[src/rtl/mux_pkg.sv]
// Shared types, default parameters and width helper for the mux pipeline slice.
package mux_pkg;

  typedef enum logic [1:0] {
    EMPTY = 2'd0,
    ONE   = 2'd1,
    FULL  = 2'd2
  } state_t;

  localparam int unsigned DEF_WIDTH  = 3;
  localparam int unsigned DEF_NUM_IN = 2;

  function automatic int unsigned clog2(input int unsigned v);
    int unsigned r;
    r = 0;
    for (int unsigned i = 0; i < 32; i++) begin
      if ((64'd1 << r) < 64'(v)) r = r + 1;
    end
    return r;
  endfunction

  function automatic int unsigned sel_width(input int unsigned n);
    return (clog2(n) < 1) ? 1 : clog2(n);
  endfunction

endpackage

[src/rtl/mux_n_comb.sv]
// Combinational channel select: picks channel sel from the flat in_data bus.
// An out-of-range sel yields zero data with out_err set.
module mux_n_comb
  import mux_pkg::*;
#(
  parameter int unsigned WIDTH  = DEF_WIDTH,
  parameter int unsigned NUM_IN = DEF_NUM_IN,
  localparam int unsigned SEL_W = sel_width(NUM_IN)
) (
  input  logic [NUM_IN*WIDTH-1:0] in_data,
  input  logic [SEL_W-1:0]        sel,
  output logic [WIDTH-1:0]        out_data,
  output logic                    out_err
);

  always_comb begin
    out_data = '0;
    out_err  = 1'b1;
    for (int unsigned k = 0; k < NUM_IN; k++) begin
      if (sel == SEL_W'(k)) begin
        out_data = in_data[k*WIDTH +: WIDTH];
        out_err  = 1'b0;
      end
    end
  end

endmodule

[src/rtl/mux_pipe_n.sv]
// Registered N-way mux behind a 2-entry skid buffer (head, skid).
// Ports: clk, rst_n (sync, active-low); in_data/in_sel/in_valid/in_ready push side;
// out_data/out_err/out_valid/out_ready pop side. in_ready depends on state only.
module mux_pipe_n
  import mux_pkg::*;
#(
  parameter int unsigned WIDTH  = DEF_WIDTH,
  parameter int unsigned NUM_IN = DEF_NUM_IN,
  localparam int unsigned SEL_W = sel_width(NUM_IN)
) (
  input  logic                    clk,
  input  logic                    rst_n,
  input  logic [NUM_IN*WIDTH-1:0] in_data,
  input  logic [SEL_W-1:0]        in_sel,
  input  logic                    in_valid,
  output logic                    in_ready,
  output logic [WIDTH-1:0]        out_data,
  output logic                    out_err,
  output logic                    out_valid,
  input  logic                    out_ready
);

  state_t            state_q, state_d;
  logic [WIDTH-1:0]  head_data, skid_data;
  logic              head_err, skid_err;
  logic [WIDTH-1:0]  sel_data;
  logic              sel_err;
  logic              push, pop;
  logic              load_head_new, load_head_skid, load_skid;

  mux_n_comb #(
    .WIDTH  (WIDTH),
    .NUM_IN (NUM_IN)
  ) u_sel (
    .in_data  (in_data),
    .sel      (in_sel),
    .out_data (sel_data),
    .out_err  (sel_err)
  );

  assign in_ready  = (state_q != FULL);
  assign out_valid = (state_q != EMPTY);
  assign out_data  = head_data;
  assign out_err   = head_err;

  assign push = in_valid && in_ready;
  assign pop  = out_valid && out_ready;

  always_comb begin
    state_d        = state_q;
    load_head_new  = 1'b0;
    load_head_skid = 1'b0;
    load_skid      = 1'b0;
    unique case (state_q)
      EMPTY: begin
        if (push) begin
          state_d       = ONE;
          load_head_new = 1'b1;
        end
      end
      ONE: begin
        if (push && pop) begin
          load_head_new = 1'b1;
        end else if (push) begin
          state_d   = FULL;
          load_skid = 1'b1;
        end else if (pop) begin
          state_d = EMPTY;
        end
      end
      FULL: begin
        if (pop) begin
          state_d        = ONE;
          load_head_skid = 1'b1;
        end
      end
      default: state_d = EMPTY;
    endcase
  end

  always_ff @(posedge clk) begin
    if (!rst_n) begin
      state_q   <= EMPTY;
      head_data <= '0;
      head_err  <= 1'b0;
      skid_data <= '0;
      skid_err  <= 1'b0;
    end else begin
      state_q <= state_d;
      if (load_head_new) begin
        head_data <= sel_data;
        head_err  <= sel_err;
      end else if (load_head_skid) begin
        head_data <= skid_data;
        head_err  <= skid_err;
      end
      if (load_skid) begin
        skid_data <= sel_data;
        skid_err  <= sel_err;
      end
    end
  end

endmodule

[config.mk]
export PLATFORM = sky130hd
export DESIGN_NAME = mux_pipe_n
export DESIGN_NICKNAME = d
export VERILOG_FILES = /design/src/rtl/mux_pkg.sv /design/src/rtl/mux_n_comb.sv /design/src/rtl/mux_pipe_n.sv
export SDC_FILE = /design/constraint.sdc
export NUM_CORES = 1
export LEC_CHECK = 0
export ABC_CLOCK_PERIOD_IN_PS = 1100
export CORE_AREA = 2 2 39 41
export CTS_CLUSTER_DIAMETER = 150
export CTS_CLUSTER_SIZE = 14
export DETAILED_ROUTE_END_ITERATION = 16
export DIE_AREA = 0 0 41 43
export PLACE_DENSITY = 0.57
export SETUP_SLACK_MARGIN = 0.1
export SLEW_MARGIN = 20
export SYNTH_ARGS = -nofsm -noshare
export SYNTH_HDL_FRONTEND = slang
export SYNTH_SLANG_ARGS = --single-unit
[constraint.sdc]
create_clock -name clk -period 1.1 [get_ports clk]
set_input_delay 0.11 -clock clk [delete_from_list [all_inputs] [get_ports clk]]
set_output_delay 0.11 -clock clk [all_outputs]
set_load 0.05 [all_outputs]
* Word level (Yosys, flattened, before mapping)
Index checks and enable logic that the tools add are counted.
** Word-level totals
- Input port bits :: 11
- Bits in registers :: 8
- Logic and storage cells :: 33
- Output and inout port bits :: 6
** Operators by class
- Reduce and logical (&&, ||, !) cells :: 7
- Equal/unequal tests :: 7
- Multiplexer cells :: 16
** Operators by type and width (number)
- $mux 2 :: 5
- $mux 3 :: 3
- $ne 2x2->1 const B :: 4
- $mux 1 :: 6
- $pmux 2 s3 :: 1
- $reduce_and 4->1 :: 1
- $reduce_bool 2->1 :: 2
- $logic_and 1x1->1 :: 3
- $ne 3x3->1 const B :: 1
- $eq 2x1->1 const B :: 1
- $eq 2x2->1 const B :: 1
- $logic_not 2->1 :: 1
- $pmux 1 s2 :: 1

* Longest topological paths before layout
- Depth after elaboration :: 6
- Mapped depth :: 3

* Hierarchy
Synthesis repeated with hierarchy kept, for this count alone.
** Unflattened totals
- Cells, all modules :: 51
- Area, all modules :: 513.0 um^2
** Modules (own cells, without submodules)
- mux_pipe_n :: area each 467.9 um^2, sequential area each 200.2 um^2, cells an instance 46, times used 1
- mux_n_comb :: area each 45.0 um^2, sequential area each 0.0 um^2, cells an instance 5, times used 1

* Worst setup path before layout
OpenSTA, ideal clock, no wires.
- Path type :: register -> register
- From :: register state_q[1]
- To :: register state_q[1]
- Library setup time :: 0.115 ns
- Path slack :: -0.016 ns
- Cell stages (with the launch flop) :: 4
- Data arrival time :: 1.002 ns
- Buffers on the path :: 0
- Clock period less this slack :: 1.116 ns
- Cells stage by stage :: dfxtp_1 > or2b_1 > nor2_1 > o21a_1
** Between the ends
- Longest elaborated chain between the ends :: 5
** RTL lines
- from (decl) :: line mux_pipe_n.sv:23 : state_t state_q, state_d;
- from (signal assigned) :: line mux_pipe_n.sv:89 : state_q <= state_d;
- $ne 2x2->1 * :: line mux_pipe_n.sv:41 : assign in_ready = (state_q != FULL);
- via in_ready :: line mux_pipe_n.sv:16 : output logic in_ready,
- $logic_and 1x1->1 * :: line mux_pipe_n.sv:46 : assign push = in_valid && in_ready;
- $mux 2 or $logic_and 1x1->1 (tied branches) :: line mux_pipe_n.sv:64, mux_pipe_n.sv:62
- $mux 2 or $ne 2x2->1 (tied branches)
- $pmux 2 s3 or $reduce_and 4->1 (tied branches)
The timed path passes the listed nets; every way through them passes the cells marked *. The select of a mux whose other input is x is not followed.
A chain may end at the register's enable or synchronous reset.

* Worst setup path in the final report
- From :: register state_q[1]
- To :: output port in_ready
** Between the ends
- Longest elaborated chain between the ends :: 1
** RTL lines (line)
- $ne 2x2->1 :: mux_pipe_n.sv:41
- to (decl) :: mux_pipe_n.sv:16
No other way between the ends.

==> out/qor.yml <==
status:
  status: "finished with violations"
  violations: "negative setup slack"
pwr:
  p_clk_share_pct: 29.2
  ir_worst_vdd_mv: 0.607
  p_sw_share_pct: 28.9
  power.internal_mw: 0.549
  power_frac_seq_pct: 41.5
  switchingPower_mw: 0.223
  pwr-share-comb_pct: 29.2
  p_leak_nw: 0.281
  power.density_nw_per_um2: 1160
  p_total_mw: 0.772
setup_path:
  rrSetupSlack_ns: 0.02
  crit_chain: "or2b_4, buf_6"
  critPathLaunchType: "register"
  regToRegStartpoint: "state_q[1]$_SDFFE_PN0P_"
  crit_start: "state_q[1]$_SDFFE_PN0P_"
  cp.arrival_ns: 1.04
  r2r.worst_path.cells: 3
  worstPathMaxFanout: 6
  critPathTopFamily: "flip-flops"
  path_depth: 2
  critPathCapture: "in_ready"
  required_ns: 0.99
  cp.buffers_inverters: 1
  crit_type: "register to output pin"
  slowest_delay_ns: 0.36
  crit_path_top_delay_cell: "dfxtp_4"
  end_kind: "output pin"
  r2r-end: "skid_data[0]$_SDFFE_PN0P_"
synth:
  ys_ff_latch: 8
  syn_inst: 41
  synth_nets: 52
  ys_types: 18
  synth_area_leaders: "dfxtp_1, mux2i_1, mux2_2"
  synth_compound_area_share_pct: 12.8
  yosysWarnings: 0
  syn_area_um2: 402
  synth_adder_area_share_pct: 0
  synth_area_per_cell_um2: 9.80
  synthMuxAreaShare_pct: 23.4
  synth_xor_area_share_pct: 0
  yosysSeqAreaShare_pct: 39.9
  synth_simple_gate_area_share_pct: 20.2
  synth_top_family_by_area: "multiplexers"
  yosys.area.top_type_share_pct: 39.9
  synth_top_area_cell: "dfxtp_1"
finish:
  final_cell_mix: "clkdlybuf4s50_1, mux2i_1, dfxtp_1"
  nets: 72
  final_common_cell: "clkdlybuf4s50_1"
  drive_gt1_share_pct: 33.9
  nFillCells: 142
  fin_area_um2: 663
  diodes: 0
  areaGrowthSynthToFinish_pct: 65.1
routing:
  ant_nets: 0
  wire_per_inst_um: 12.2
  route.detailed.drc: 0
  viasPerCell: 4.92
  wl_um: 915
  drt_iter0_drc: 3
  first_pass_iters: 2
  routed-via-count: 369
placed_design:
  gp_congestion: 0.765
  dp_hpwl_um: 709
  place_area_um2: 613
  port-buffer-count: 15
floorplanning:
  io_pins: 17
  rows: 14
  die_h_um: 43
  die-width_um: 41
  initial_utilization_pct: 29.0
  fp.dieArea_um2: 1760
  core_area_um2: 1380
clocking:
  cts_tree: "built"
  hold_buffers: 0
  cts_buffer_depth: 2
  cts_root_buf: "clkbuf_4"
  clk_latency_ns: 0.26
  htreeDepth: 1
  clkTransAtPathRegs_ns: 0.05
  cts.sinks: 8
  cts_setup_buffers: 0
  cts_buffers: 3
grt:
  grt_pass1_vias: 363
  grt_max_degree: 7
  grt_antenna_before_repair: 0
  grt_use_total_pct: 13.5
  gr-total-overflow: 0
  grt_pass1_wl_um: 1560
hold_path:
  hp-class: "input port to register"
  hp-start: "out_ready"
  hold_depth: 3
sta:
  setup_viol: 2
  max_freq_mhz: 869
  clock_skew_ns: 0.00120
  fin_crit_ns: 1.15
  timing.final.hold_violations: 0
  rsz0062_at_grt: "true"
  layout_setup_ws_ns: -0.0513
  min_period_over_period_pct: 105
  final_max_slew_viol_count: 0
flow_run:
  cap_violations: 0
## cell usage after synthesis
cell,count
nand2b_1,1
nor2b_2,1
o21a_1,1
dfxtp_1,8
o31ai_1,3
or2_1,2
inv_1,1
nand3b_1,1
conb_1,1
and4bb_4,1
buf_4,1
nor2_1,5
a31oi_1,1
or2b_1,1
a21oi_1,3
mux2i_1,6
mux2_2,3
nand2_1,1
## power by group through the flow
stage	Sequential (mW)	Clock, mW	Combinational, mW
floorplan	0.355	0	0.0793
global placement	0.329	0	0.219
detailed placement	0.329	0	0.219
CTS	0.324	0.236	0.227
global route	0.324	0.246	0.238
finish	0.321	0.226	0.226
## layer usage
layer / wire length (um) / GRT usage, % / share of wire (%)
met4: 18 / 8.00 / 2.0
met3: 58 / 6.28 / 6.3
met5: 0 / 0 / 0
met1: 376 / 15.3 / 41
met2: 462 / 19.7 / 50
## stage by stage
stage	TNS [ns]	util (%)	setup slack, ns	hold WS [ns]	std cells
after floorplan	0	-	0.123	0.227	41
after global placement	-1.96	44.3	-0.299	0.485	72
after detailed placement	-1.84	44.3	-0.293	0.487	72
after CTS	-0.0917	47.4	-0.0601	0.465	75
after global routing	-0.249	47.9	-0.0747	0.305	75
final	-0.0897	47.9	-0.0513	0.244	75
## kinds of logic after synthesis
logic type	count (synthesis)
compound gates	8
simple gates	13
mux	9
flops	8
buf+inv	2
other cells	1
## state kept, by name, indices dropped and copies added, names as in the netlist
register / cells
out_data: 3
skid_data: 3
state_q: 2
## cell type report
| class | count | area, um^2 | area share, % |
|---|---|---|---|
| flip-flops and latches | 8 | 168 | 25.3 |
| repair buffers | 16 | 200 | 30.2 |
| inverters | 1 | 3.75 | 0.566 |
| clock buffers | 3 | 22.5 | 3.40 |
| well taps | 16 | 20.0 | 3.02 |
| multi-input cells | 31 | 249 | 37.5 |
## worst min path at each step
stage | endpoint
after detailed placement | skid_data[2]$_SDFFE_PN0P_
after CTS | skid_data[1]$_SDFFE_PN0P_
after global placement | skid_data[1]$_SDFFE_PN0P_
after floorplan | state_q[1]$_SDFFE_PN0P_
after global routing | state_q[1]$_SDFFE_PN0P_
final | state_q[1]$_SDFFE_PN0P_
## what timing repair did
item / 4_1_cts / 5_1_grt
endpoints found under the setup margin: 9 / 9
gates resized for setup: 8 / 3
endpoints found under the hold margin: 0 / 0
pin swaps: 3 / 2
cloned: 0 / 0
## tightest hold or removal path, cell delays in order
cell            delay (ns)
dlymetal6s2s_1        0.14
nor2_1                0.06
o21a_1                0.15
Note: power is estimated with default switching activity, not from simulation.
